File: config.mk
export PLATFORM = sky130hd
export DESIGN_NAME = five_operand_add_ctrl
export DESIGN_NICKNAME = d
export VERILOG_FILES = /design/src/rtl/five_operand_add_ctrl.sv
export SDC_FILE = /design/constraint.sdc
export NUM_CORES = 1
export LEC_CHECK = 0
export BUFFER_PORTS_ARGS = -buffer_cell sky130_fd_sc_hd__buf_2
export CAP_MARGIN = 25
export CORE_ASPECT_RATIO = 2
export CORE_MARGIN = 2
export CORE_UTILIZATION = 55
export CTS_BUF_LIST = sky130_fd_sc_hd__clkbuf_8
export DETAILED_ROUTE_END_ITERATION = 10
export PLACE_DENSITY = 0.73
export SYNTH_ARGS = -nofsm -noshare
export SYNTH_HDL_FRONTEND = slang
export SYNTH_SLANG_ARGS = --single-unit
File: constraint.sdc
create_clock -name clk -period 6.85 [get_ports clk]
set_clock_uncertainty 0.2 [all_clocks]
set_input_delay 1.37 -clock clk [delete_from_list [all_inputs] [get_ports clk]]
set_output_delay 1.37 -clock clk [all_outputs]
set_load 0.01 [all_outputs]
File: src/rtl/five_operand_add_ctrl.sv
// Five-operand adder front end: synchronizes and debounces the lab buttons, latches
// operands from the switches, and sums them through one shared accumulator.
module five_operand_add_ctrl #(
  parameter int unsigned DEBOUNCE_CYCLES = 4,
  parameter int unsigned OP_W            = 4
) (
  input  logic              clk,
  input  logic              rst,
  input  logic [3:0]        PB,
  input  logic              RPB,
  input  logic [OP_W-1:0]   Y,
  output logic [OP_W+2:0]   sum,
  output logic              sum_valid,
  output logic              busy
);

  localparam int unsigned NUM_OPS = 5;
  localparam int unsigned SUM_W   = OP_W + 3;
  localparam int unsigned CNT_W   = $clog2(DEBOUNCE_CYCLES + 1);
  localparam int unsigned IDX_W   = 3;

  typedef enum logic [1:0] {IDLE, ACC, DONE} state_e;

  logic [NUM_OPS-1:0] btn_s1_q, btn_s2_q;
  logic [OP_W-1:0]    y_s1_q, y_s2_q;
  logic [NUM_OPS-1:0] db_q, db_d;
  logic [CNT_W-1:0]   cnt_q [NUM_OPS];
  logic [CNT_W-1:0]   cnt_d [NUM_OPS];
  logic [NUM_OPS-1:0] load_c;

  logic [OP_W-1:0]    op_q [NUM_OPS];
  logic               dirty_q;
  state_e             state_q;
  logic [IDX_W-1:0]   idx_q;
  logic [SUM_W-1:0]   acc_q;
  logic [SUM_W-1:0]   sum_q;
  logic               sum_valid_q;
  logic               busy_q;

  assign sum       = sum_q;
  assign sum_valid = sum_valid_q;
  assign busy      = busy_q;

  // Two-flop synchronizers; bit 4 of the button vector is RPB.
  always_ff @(posedge clk) begin
    if (rst) begin
      btn_s1_q <= '0;
      btn_s2_q <= '0;
      y_s1_q   <= '0;
      y_s2_q   <= '0;
    end else begin
      btn_s1_q <= {RPB, PB};
      btn_s2_q <= btn_s1_q;
      y_s1_q   <= Y;
      y_s2_q   <= y_s1_q;
    end
  end

  // A level change is accepted after DEBOUNCE_CYCLES consecutive disagreeing cycles.
  always_comb begin
    db_d   = db_q;
    load_c = '0;
    for (int i = 0; i < NUM_OPS; i++) begin
      cnt_d[i] = cnt_q[i];
      if (btn_s2_q[i] == db_q[i]) begin
        cnt_d[i] = '0;
      end else if (cnt_q[i] == CNT_W'(DEBOUNCE_CYCLES - 1)) begin
        cnt_d[i]  = '0;
        db_d[i]   = btn_s2_q[i];
        load_c[i] = btn_s2_q[i];
      end else begin
        cnt_d[i] = cnt_q[i] + CNT_W'(1);
      end
    end
  end

  always_ff @(posedge clk) begin
    if (rst) begin
      db_q <= '0;
      for (int i = 0; i < NUM_OPS; i++) cnt_q[i] <= '0;
    end else begin
      db_q <= db_d;
      for (int i = 0; i < NUM_OPS; i++) cnt_q[i] <= cnt_d[i];
    end
  end

  // Operand capture and accumulation sequencer; a fresh load always wins over the IDLE clear.
  always_ff @(posedge clk) begin
    if (rst) begin
      for (int i = 0; i < NUM_OPS; i++) op_q[i] <= '0;
      dirty_q     <= 1'b0;
      state_q     <= IDLE;
      idx_q       <= '0;
      acc_q       <= '0;
      sum_q       <= '0;
      sum_valid_q <= 1'b0;
      busy_q      <= 1'b0;
    end else begin
      sum_valid_q <= 1'b0;
      case (state_q)
        IDLE: begin
          if (dirty_q) begin
            acc_q   <= '0;
            idx_q   <= '0;
            dirty_q <= 1'b0;
            state_q <= ACC;
            busy_q  <= 1'b1;
          end
        end
        ACC: begin
          acc_q <= acc_q + SUM_W'(op_q[idx_q]);
          idx_q <= idx_q + IDX_W'(1);
          if (idx_q == IDX_W'(NUM_OPS - 1)) state_q <= DONE;
        end
        DONE: begin
          if (!dirty_q) begin
            sum_q       <= acc_q;
            sum_valid_q <= 1'b1;
          end
          state_q <= IDLE;
          busy_q  <= 1'b0;
        end
        default: begin
          state_q <= IDLE;
          busy_q  <= 1'b0;
        end
      endcase
      for (int i = 0; i < NUM_OPS; i++) begin
        if (load_c[i]) op_q[i] <= y_s2_q;
      end
      if (|load_c) dirty_q <= 1'b1;
    end
  end

endmodule

======== Word level (Yosys, flattened, before mapping) ========
Memory sizes are Yosys's and may differ from the RTL's. A register that Yosys moved wholly into a read port is not among the register bits.
Cells that the tools add are included.
storage, ports and cells
  register bits after elaboration ......... 45
  latch bits .............................. 0
  RAM bits ................................ 35
  bits in read-only memories .............. 0
  bits of input ports ..................... 11
  logic and storage cells ................. 134
  memories kept ........................... 2
cells by class
  $add $sub $neg .......................... 7
  multipliers ............................. 0
  div/mod/pow operators ................... 0
  magnitude comparators ................... 0
  eq/ne operators ......................... 15
  shift-type cells ........................ 0
  mux-type cells .......................... 62
  bitwise logic cells ..................... 18
  reduce and logical (&&, ||, !) cells .... 14
memories
  memory  depth  bits a word  read ports  clocked after Yosys merged registers in  write ports  RTL line  source
  op_q    5      4            1           1                                        5            31        logic [OP_W-1:0] op_q [NUM_OPS];
  cnt_q   5      3            5           0                                        5            27        logic [CNT_W-1:0] cnt_q [NUM_OPS];
operators with widths
  cell                   count
  $mux W3                18
  $mux W1                32
  $mux W4                5
  $add A3 B1 Y3 const B  6
  $reduce_and A2 Y1      9
  $eq A3 B2 Y1 const B   5
  $pmux W7 S2            1
  $or A1 B1 Y1           10
  $not A1 Y1             8
  $add A7 B4 Y7          1
  $mux W7                1
  $pmux W3 S2            1
  $eq A1 B1 Y1           5
  $reduce_or A5 Y1       1
  $mux W2                2
  $ne A2 B2 Y1 const B   2
  $pmux W2 S2            1
  $reduce_bool A2 Y1     2
  $eq A3 B3 Y1 const B   1
  $eq A2 B1 Y1 const B   1
  $eq A2 B2 Y1 const B   1
  $logic_not A2 Y1       1
  $pmux W1 S2            1
  $reduce_or A2 Y1       1

======== Depth between registers and ports, before layout ========
Gate-level depths: netlist of the first run.
  depth after elaboration ................. 7
  gate-level depth with buffers ........... 8

======== Worst setup path before layout of the first run ========
OpenSTA, ideal clock, no wires.
  path kind ............................... reg-to-reg
  start point ............................. register with a tool-made name
  end point ............................... register acc_q[6]
  library setup time ...................... 0.074 ns
  arrival ................................. 2.484 ns
  data required time ...................... 6.576 ns
  path slack .............................. 4.091 ns
  stages on the path, launching flop included .. 9
  path buffers ............................ 0
  cells stage by stage .................... dfxtp_1 -> mux4_1 -> mux2_2 -> ha_1 -> fa_1 -> a21o_1 -> a32o_1 -> nand2b_1 -> a31oi_1
RTL lines
  what                  RTL line  source
  end signal, assigned  111       acc_q <= acc_q + SUM_W'(op_q[idx_q]);
  end, declared         35        logic [SUM_W-1:0] acc_q;

==> results of run 1 <==
## kinds of logic after synthesis
logic type	Yosys count
fa+ha+maj	17
compound gates	31
simple gates	97
mux	14
buf+inv	25
xor+xnor	7
flops	83
## layer usage
metal | vias to the layer above | share of wire, %
li1 | 984 | -
met1 | 894 | 43
met4 | 0 | 3.5
met5 | - | 0
met3 | 12 | 3.3
met2 | 26 | 50
## layout make-up
class	count	area [sq um]	area share (%)
clock buffers	10	137.6	3.951
clock inverters	6	58.81	1.688
inverters	16	60.06	1.724
multi-input cells	166	1194	34.27
flip-flops and latches	83	1862	53.45
well taps	61	76.32	2.191
repair buffers	19	95.09	2.730
## worst max-delay path, stage by stage (launching register included)
cell	delay, ns
dfxtp_1	0.43
mux4_1	0.57
mux2_2	0.28
ha_1	0.21
fa_1	0.43
a21o_1	0.21
a32o_1	0.21
nand2b_1	0.14
a31oi_1	0.19
## registers in the layout, summed over array words and instances (netlist names), named ones only
name	flops
sum	7
btn_s1_q	5
btn_s2_q	5
sum_valid	1
op_q	20
busy	1
acc_q	7
dirty_q	1
cnt_q	15
y_s2_q	4
db_q	5
y_s1_q	4
idx_q	3
state_q	2
## worst max-delay path by stage
| stage | from | to | slack, ns |
|---|---|---|---|
| 6_report | flip-flop | acc_q[6]$_SDFFE_PP0P_ | 3.91 |
| 5_1_grt | flip-flop | acc_q[6]$_SDFFE_PP0P_ | 3.77 |
| 4_1_cts | flip-flop | acc_q[6]$_SDFFE_PP0P_ | 3.89 |
| 3_5_place_dp | rst | op_q[4][0]$_DFFE_PP_ | 3.84 |
| 3_3_place_gp | rst | op_q[2][2]$_DFFE_PP_ | 3.90 |
| 2_1_floorplan | flip-flop | acc_q[6]$_SDFFE_PP0P_ | 4.09 |
## power by group through the flow
stage / Sequential [mW] / Clock [mW] / Combinational (mW)
final: 0.515 / 0.338 / 0.0230
after global routing: 0.517 / 0.365 / 0.0261
after CTS: 0.516 / 0.348 / 0.0233
after detailed placement: 0.527 / 0 / 0.0234
after global placement: 0.527 / 0 / 0.0221
after floorplan: 0.525 / 0 / 0.0176
## placed cells by master, fill, tap and decap left out, types with 2 or more instances in the layout
| cell | n |
|---|---|
| a21oi_1 | 15 |
| a22oi_1 | 4 |
| a31oi_1 | 4 |
| and2_1 | 5 |
| and3_1 | 2 |
| buf_2 | 19 |
| clkbuf_8 | 10 |
| clkinv_4 | 2 |
| dfxtp_1 | 63 |
| edfxtp_1 | 20 |
| ha_1 | 16 |
| inv_1 | 17 |
| mux2_2 | 4 |
| mux2i_1 | 6 |
| mux4_1 | 4 |
| nand2_1 | 17 |
| nand2b_1 | 6 |
| nand3b_1 | 4 |
| nor2_1 | 28 |
| nor2b_1 | 19 |
| o21ai_0 | 2 |
| or3_1 | 5 |
| xnor2_1 | 5 |
| xor2_1 | 2 |
==> results.toml, run 1 <==
[place]
io_buffers = 19
place_area_sq_mm = 0.003287
gp_congestion = 0.8075
hpwl_microns = 3490
dp_cells = 345
place_ws_ns = 3.836

[yosys]
postSynthCellCount = 274
post-synth-top-count-cell = "dfxtp_1"
synthesis.area_sq_mm = 0.003154
synth_top_flop_cell = "dfxtp_1"
avgSynthCellArea_sq_um = 11.51
muxShareOfSynthArea_pct = 6.664
synth_top_family_by_area = "simple AND/OR/NAND/NOR gates"
yosys.area_share.simple_pct = 16.18
yosysSeqAreaShare_pct = 59.02
synth_xor_area_share_pct = 1.944
synth.top_cell.area_share_pct = 39.98
syn-num-nets = 302
yosysWarnings = 0
synth_seq_cells = 83
synth_compound_area_share_pct = 6.069
synth_area_leaders = "dfxtp_1, edfxtp_1, ha_1"
yosysTopAreaCell = "dfxtp_1"
synth_common_cells = "dfxtp_1, nor2_1, edfxtp_1, nor2b_1, nand2_1"
synth_edf_count = 20
async_reset_ff_share_pct = 0
synth-adder-area-share_pct = 6.981
synth_cell_types = 44

[route]
num_vias = 1916
drc = 0
wl_per_cell_microns = 13.50
drt_iter0_markers = 30
routed_wl_microns = 4872
viasPerCell = 5.307
dr.pass1.iters = 4
ant_nets = 0

[cells_and_area]
design_area_sq_mm = 0.003483
fill_cells = 469
stdcell_count = 361
area_growth_syn_to_layout_pct = 10.43
post_route_cells_drive_above_1_share_pct = 13.33
n_antenna_cell = 0
finish.utilization_pct = 62.07
final_nets = 323

[sta]
rsz0062_at_grt = "no"
max_slew.worst_pin.slew_ns = 0.9299
worst_hold_slack_ns = 0.2223
timing.fmax_mhz = 339.7
timing.final.crit_share_pct = 42.98
relSlewSlack_pct = 38.01
layout_setup_ws_ns = 3.906
final_hold_viol_count = 0
tns_ns = 0
setup-violations-final = 0
period_minus_slack_ns = 2.944
maxSlewViolCount = 0

[worst_setup_path]
r2r_end = "acc_q[6]$_SDFFE_PP0P_"
crit_type = "flip-flop to flip-flop"
path_max_fanout = 4
reg2regPathDepth = 8
start_kind = "flip-flop"
ff2ff_setup_slack_ns = 3.91
setup.worst_path.end_class = "flip-flop"
crit_arrival_ns = 3.02
required_ns = 6.92

[grt]
use_met3_pct = 4.667
grt_usage_pct = 17.20
grt_overflow = 0
grt_max_degree = 56
grt_pass1_vias = 1873
top_usage_layer = "met2"
antenna_found_initial = 0
grtUsageMet1_pct = 20.57
grt_pass1_wl_microns = 8183
met2_usage_pct = 25.91

[clock_tree]
ctsResizeCount = 0
insertion_delay_ns = 0.36
cts_sinks = 83
clkTransAtPathRegs_ns = 0.07
cts_setup_buffers = 0
tritoncts = "done"
clock_path_buffers = 2
hold_buffers = 0
htreeDepth = 3
cts_buffers = 9
ctsRootBufferMaster = "clkbuf_8"

[power_and_ir_drop]
pwr-share-clk_pct = 38.5
p_int_mw = 0.6969
power_density_mw_per_mm2 = 251.6
switchingPower_mw = 0.1794
netSwitchingFraction_pct = 20.47
leakage_nw = 1.389
power_frac_seq_pct = 58.8
peakVddDrop_mv = 0.2317
power_mw = 0.8763
combPwrFrac_pct = 2.6

[floorplan]
num_io_pins = 20
start_util_pct = 56.21
core_area_sq_mm = 0.005612
die-area_sq_mm = 0.006394
die-height_microns = 111.1
die_w_microns = 57.55
placementRows = 39

[worst_hold_path]
min_path_type = "flip-flop to flip-flop"
min_to = "cnt_q[0][3]$_SDFF_PP0_"
hold_depth = 1
hold_start = "cnt_q[0][3]$_SDFF_PP0_"

[status]
status = "complete, no violations"

[flow_run]
maxCapViolations = 0
(Power assumes the default switching activity.)
==> run 2, diff against run 1 <==
--- a/config.mk
+++ b/config.mk
@@ -5,6 +5,7 @@
 export SDC_FILE = /design/constraint.sdc
 export NUM_CORES = 1
 export LEC_CHECK = 0
+export ABC_AREA = 1
 export BUFFER_PORTS_ARGS = -buffer_cell sky130_fd_sc_hd__buf_2
 export CAP_MARGIN = 25
 export CORE_ASPECT_RATIO = 2
==> constraint.sdc (replaced) <==
create_clock -name clk -period 2.8 [get_ports clk]
set_clock_uncertainty 0.2 [all_clocks]
set_input_delay 0.56 -clock clk [delete_from_list [all_inputs] [get_ports clk]]
set_output_delay 0.56 -clock clk [all_outputs]
set_load 0.01 [all_outputs]
==> run 2 against run 1 <==
Area after synthesis rose by 3.8%. Largest cell class unchanged. Critical path depth unchanged. Register-to-register slack got worse by 3.5 ns. Power rose by 140%. Global-route usage up 1.5 points. Clock power grew 140%. Synthesized cell count rose by 31%. Worst hold slack got worse by 0.023 ns.
==> results.toml, run 2 <==
[status]
status = "complete, no violations"

[clock_tree]
cts_sinks = 83
ctsRootBufferMaster = "clkbuf_8"
clkTransAtPathRegs_ns = 0.08
tritoncts = "done"
ctsResizeCount = 0
cts_buffers = 9
clock_path_buffers = 2
htreeDepth = 3
insertion_delay_ns = 0.36
hold_buffers = 0
cts_setup_buffers = 0

[route]
ant_nets = 0
viasPerCell = 5.127
num_vias = 2307
routed_wl_microns = 5557
wl_per_cell_microns = 12.35
drc = 0
dr.pass1.iters = 4
drt_iter0_markers = 72

[worst_setup_path]
ff2ff_setup_slack_ns = 0.45
crit_type = "flip-flop to flip-flop"
start_kind = "flip-flop"
crit_arrival_ns = 2.39
setup.worst_path.end_class = "flip-flop"
required_ns = 2.84
path_max_fanout = 9

[grt]
antenna_found_initial = 0
grt_usage_pct = 18.71
grt_pass1_wl_microns = 8894
grt_overflow = 0
grt_max_degree = 36
grt_pass1_vias = 2179

[sta]
setup-violations-final = 0
relSlewSlack_pct = 70.19
period_minus_slack_ns = 2.350
max_slew.worst_pin.slew_ns = 0.4472
tns_ns = 0
timing.final.crit_share_pct = 83.92
maxSlewViolCount = 0
rsz0062_at_grt = "no"
timing.fmax_mhz = 425.6
final_hold_viol_count = 0

[yosys]
async_reset_ff_share_pct = 0
synth_cell_types = 32
synthesis.area_sq_mm = 0.003276
synth_area_leaders = "dfxtp_1, edfxtp_1, nor2_1"
postSynthCellCount = 359
synth.top_cell.area_share_pct = 38.50
avgSynthCellArea_sq_um = 9.124
synth_common_cells = "nor2_1, dfxtp_1, inv_1, nand2_1, o21ai_0"
yosysWarnings = 0
synth_top_flop_cell = "dfxtp_1"
synth_seq_cells = 83
synth_edf_count = 20
syn-num-nets = 387
yosysSeqAreaShare_pct = 56.84
post-synth-top-count-cell = "nor2_1"
yosysTopAreaCell = "dfxtp_1"

[place]
hpwl_microns = 4201
io_buffers = 19
gp_congestion = 0.8410
dp_cells = 434

[cells_and_area]
top_register = "op_q"
final_nets = 412
largest_reg_flops = 20
multi_input_area_sq_mm = 0.001154
area_growth_syn_to_layout_pct = 10.08
fill_cells = 476
final_common_cell = "nor2_1"
finish.utilization_pct = 63.16
register_area_sq_mm = 0.001862
n_antenna_cell = 0
post_route_cells_drive_above_1_share_pct = 12.60
stdcell_count = 450
reg_top3 = "op_q (20), cnt_q (15)"
final_cell_mix = "nor2_1, dfxtp_1, inv_1"

[floorplan]
core_area_sq_mm = 0.005709
start_util_pct = 57.37
num_io_pins = 20
die-area_sq_mm = 0.006627
die-height_microns = 113.1
placementRows = 39
die_w_microns = 58.57

[worst_hold_path]
min_path_type = "primary input to flip-flop"

[power_and_ir_drop]
pwr-share-clk_pct = 38.1
combPwrFrac_pct = 2.7
peakVddDrop_mv = 0.5553
power_density_mw_per_mm2 = 588.1
power_mw = 2.121
leakage_nw = 1.612
netSwitchingFraction_pct = 20.37
p_int_mw = 1.689
switchingPower_mw = 0.4320
power_frac_seq_pct = 59.2

[flow_run]
maxCapViolations = 0
[run 2: final timing paths]
check	cells after the start	from	end
max reg2reg	8	flip-flop	acc_q[2]$_SDFFE_PP0P_
min	3	PB[1]	btn_s1_q[1]$_SDFF_PP0_
max	8	flip-flop	acc_q[2]$_SDFFE_PP0P_
min reg2reg	2	btn_s1_q[4]$_SDFF_PP0_	btn_s2_q[4]$_SDFF_PP0_
[run 2: critical path, cell delays in order (launching register included)]
cell and delay (ns):
dfxtp_1 0.47, inv_1 0.16, o21ai_0 0.19, a31oi_1 0.10, ha_1 0.23, fa_1 0.46
or2_2 0.29, nand3_1 0.07, a21oi_1 0.06
[run 2: power groups by stage]
stage / clock network, mW / logic [mW] / registers, mW
4_1_cts: 0.833 / 0.0588 / 1.26
2_1_floorplan: 0 / 0.0433 / 1.28
3_5_place_dp: 0 / 0.0586 / 1.28
5_1_grt: 0.879 / 0.0654 / 1.26
3_3_place_gp: 0 / 0.0567 / 1.28
6_report: 0.807 / 0.0572 / 1.26
[run 2: cell families (layout without fill, tap and decap cells)]
group	Yosys count	count (layout)	share of synthesized area [%]
simple gates	134	134	17.99
flops	83	83	56.84
buf+inv	65	95	7.945
compound gates	55	55	9.168
fa+ha+maj	17	17	6.723
xor+xnor	5	5	1.337
[run 2: metrics by stage]
| stage | setup WS [ns] | hold slack (ns) | cell area, sq um |
|---|---|---|---|
| after global routing | 0.3184 | 0.1881 | 3606 |
| after floorplan | 0.6294 | 0.1883 | 3276 |
| after CTS | 0.4416 | 0.1805 | 3606 |
| final | 0.4503 | 0.1993 | 3606 |
| after global placement | 0.5217 | 0.1892 | 3420 |
| after detailed placement | 0.4519 | 0.1928 | 3420 |
[run 2: cell type report]
class	count	area share, %
clock buffers	10	3.817
clock inverters	6	1.353
inverters	58	6.037
multi-input cells	211	31.99
flip-flops and latches	83	51.63
well taps	61	2.117
repair buffers	21	3.053
[run 2: routing by layer]
layer | up-vias | routed length, microns | GRT usage, %
met1 | 1041 | 1887 | 14.09
li1 | 1201 | - | -
met2 | 44 | 3204 | 36.03
met3 | 21 | 180 | 5.829
met5 | - | 0 | 0
met4 | 0 | 286 | 13.48
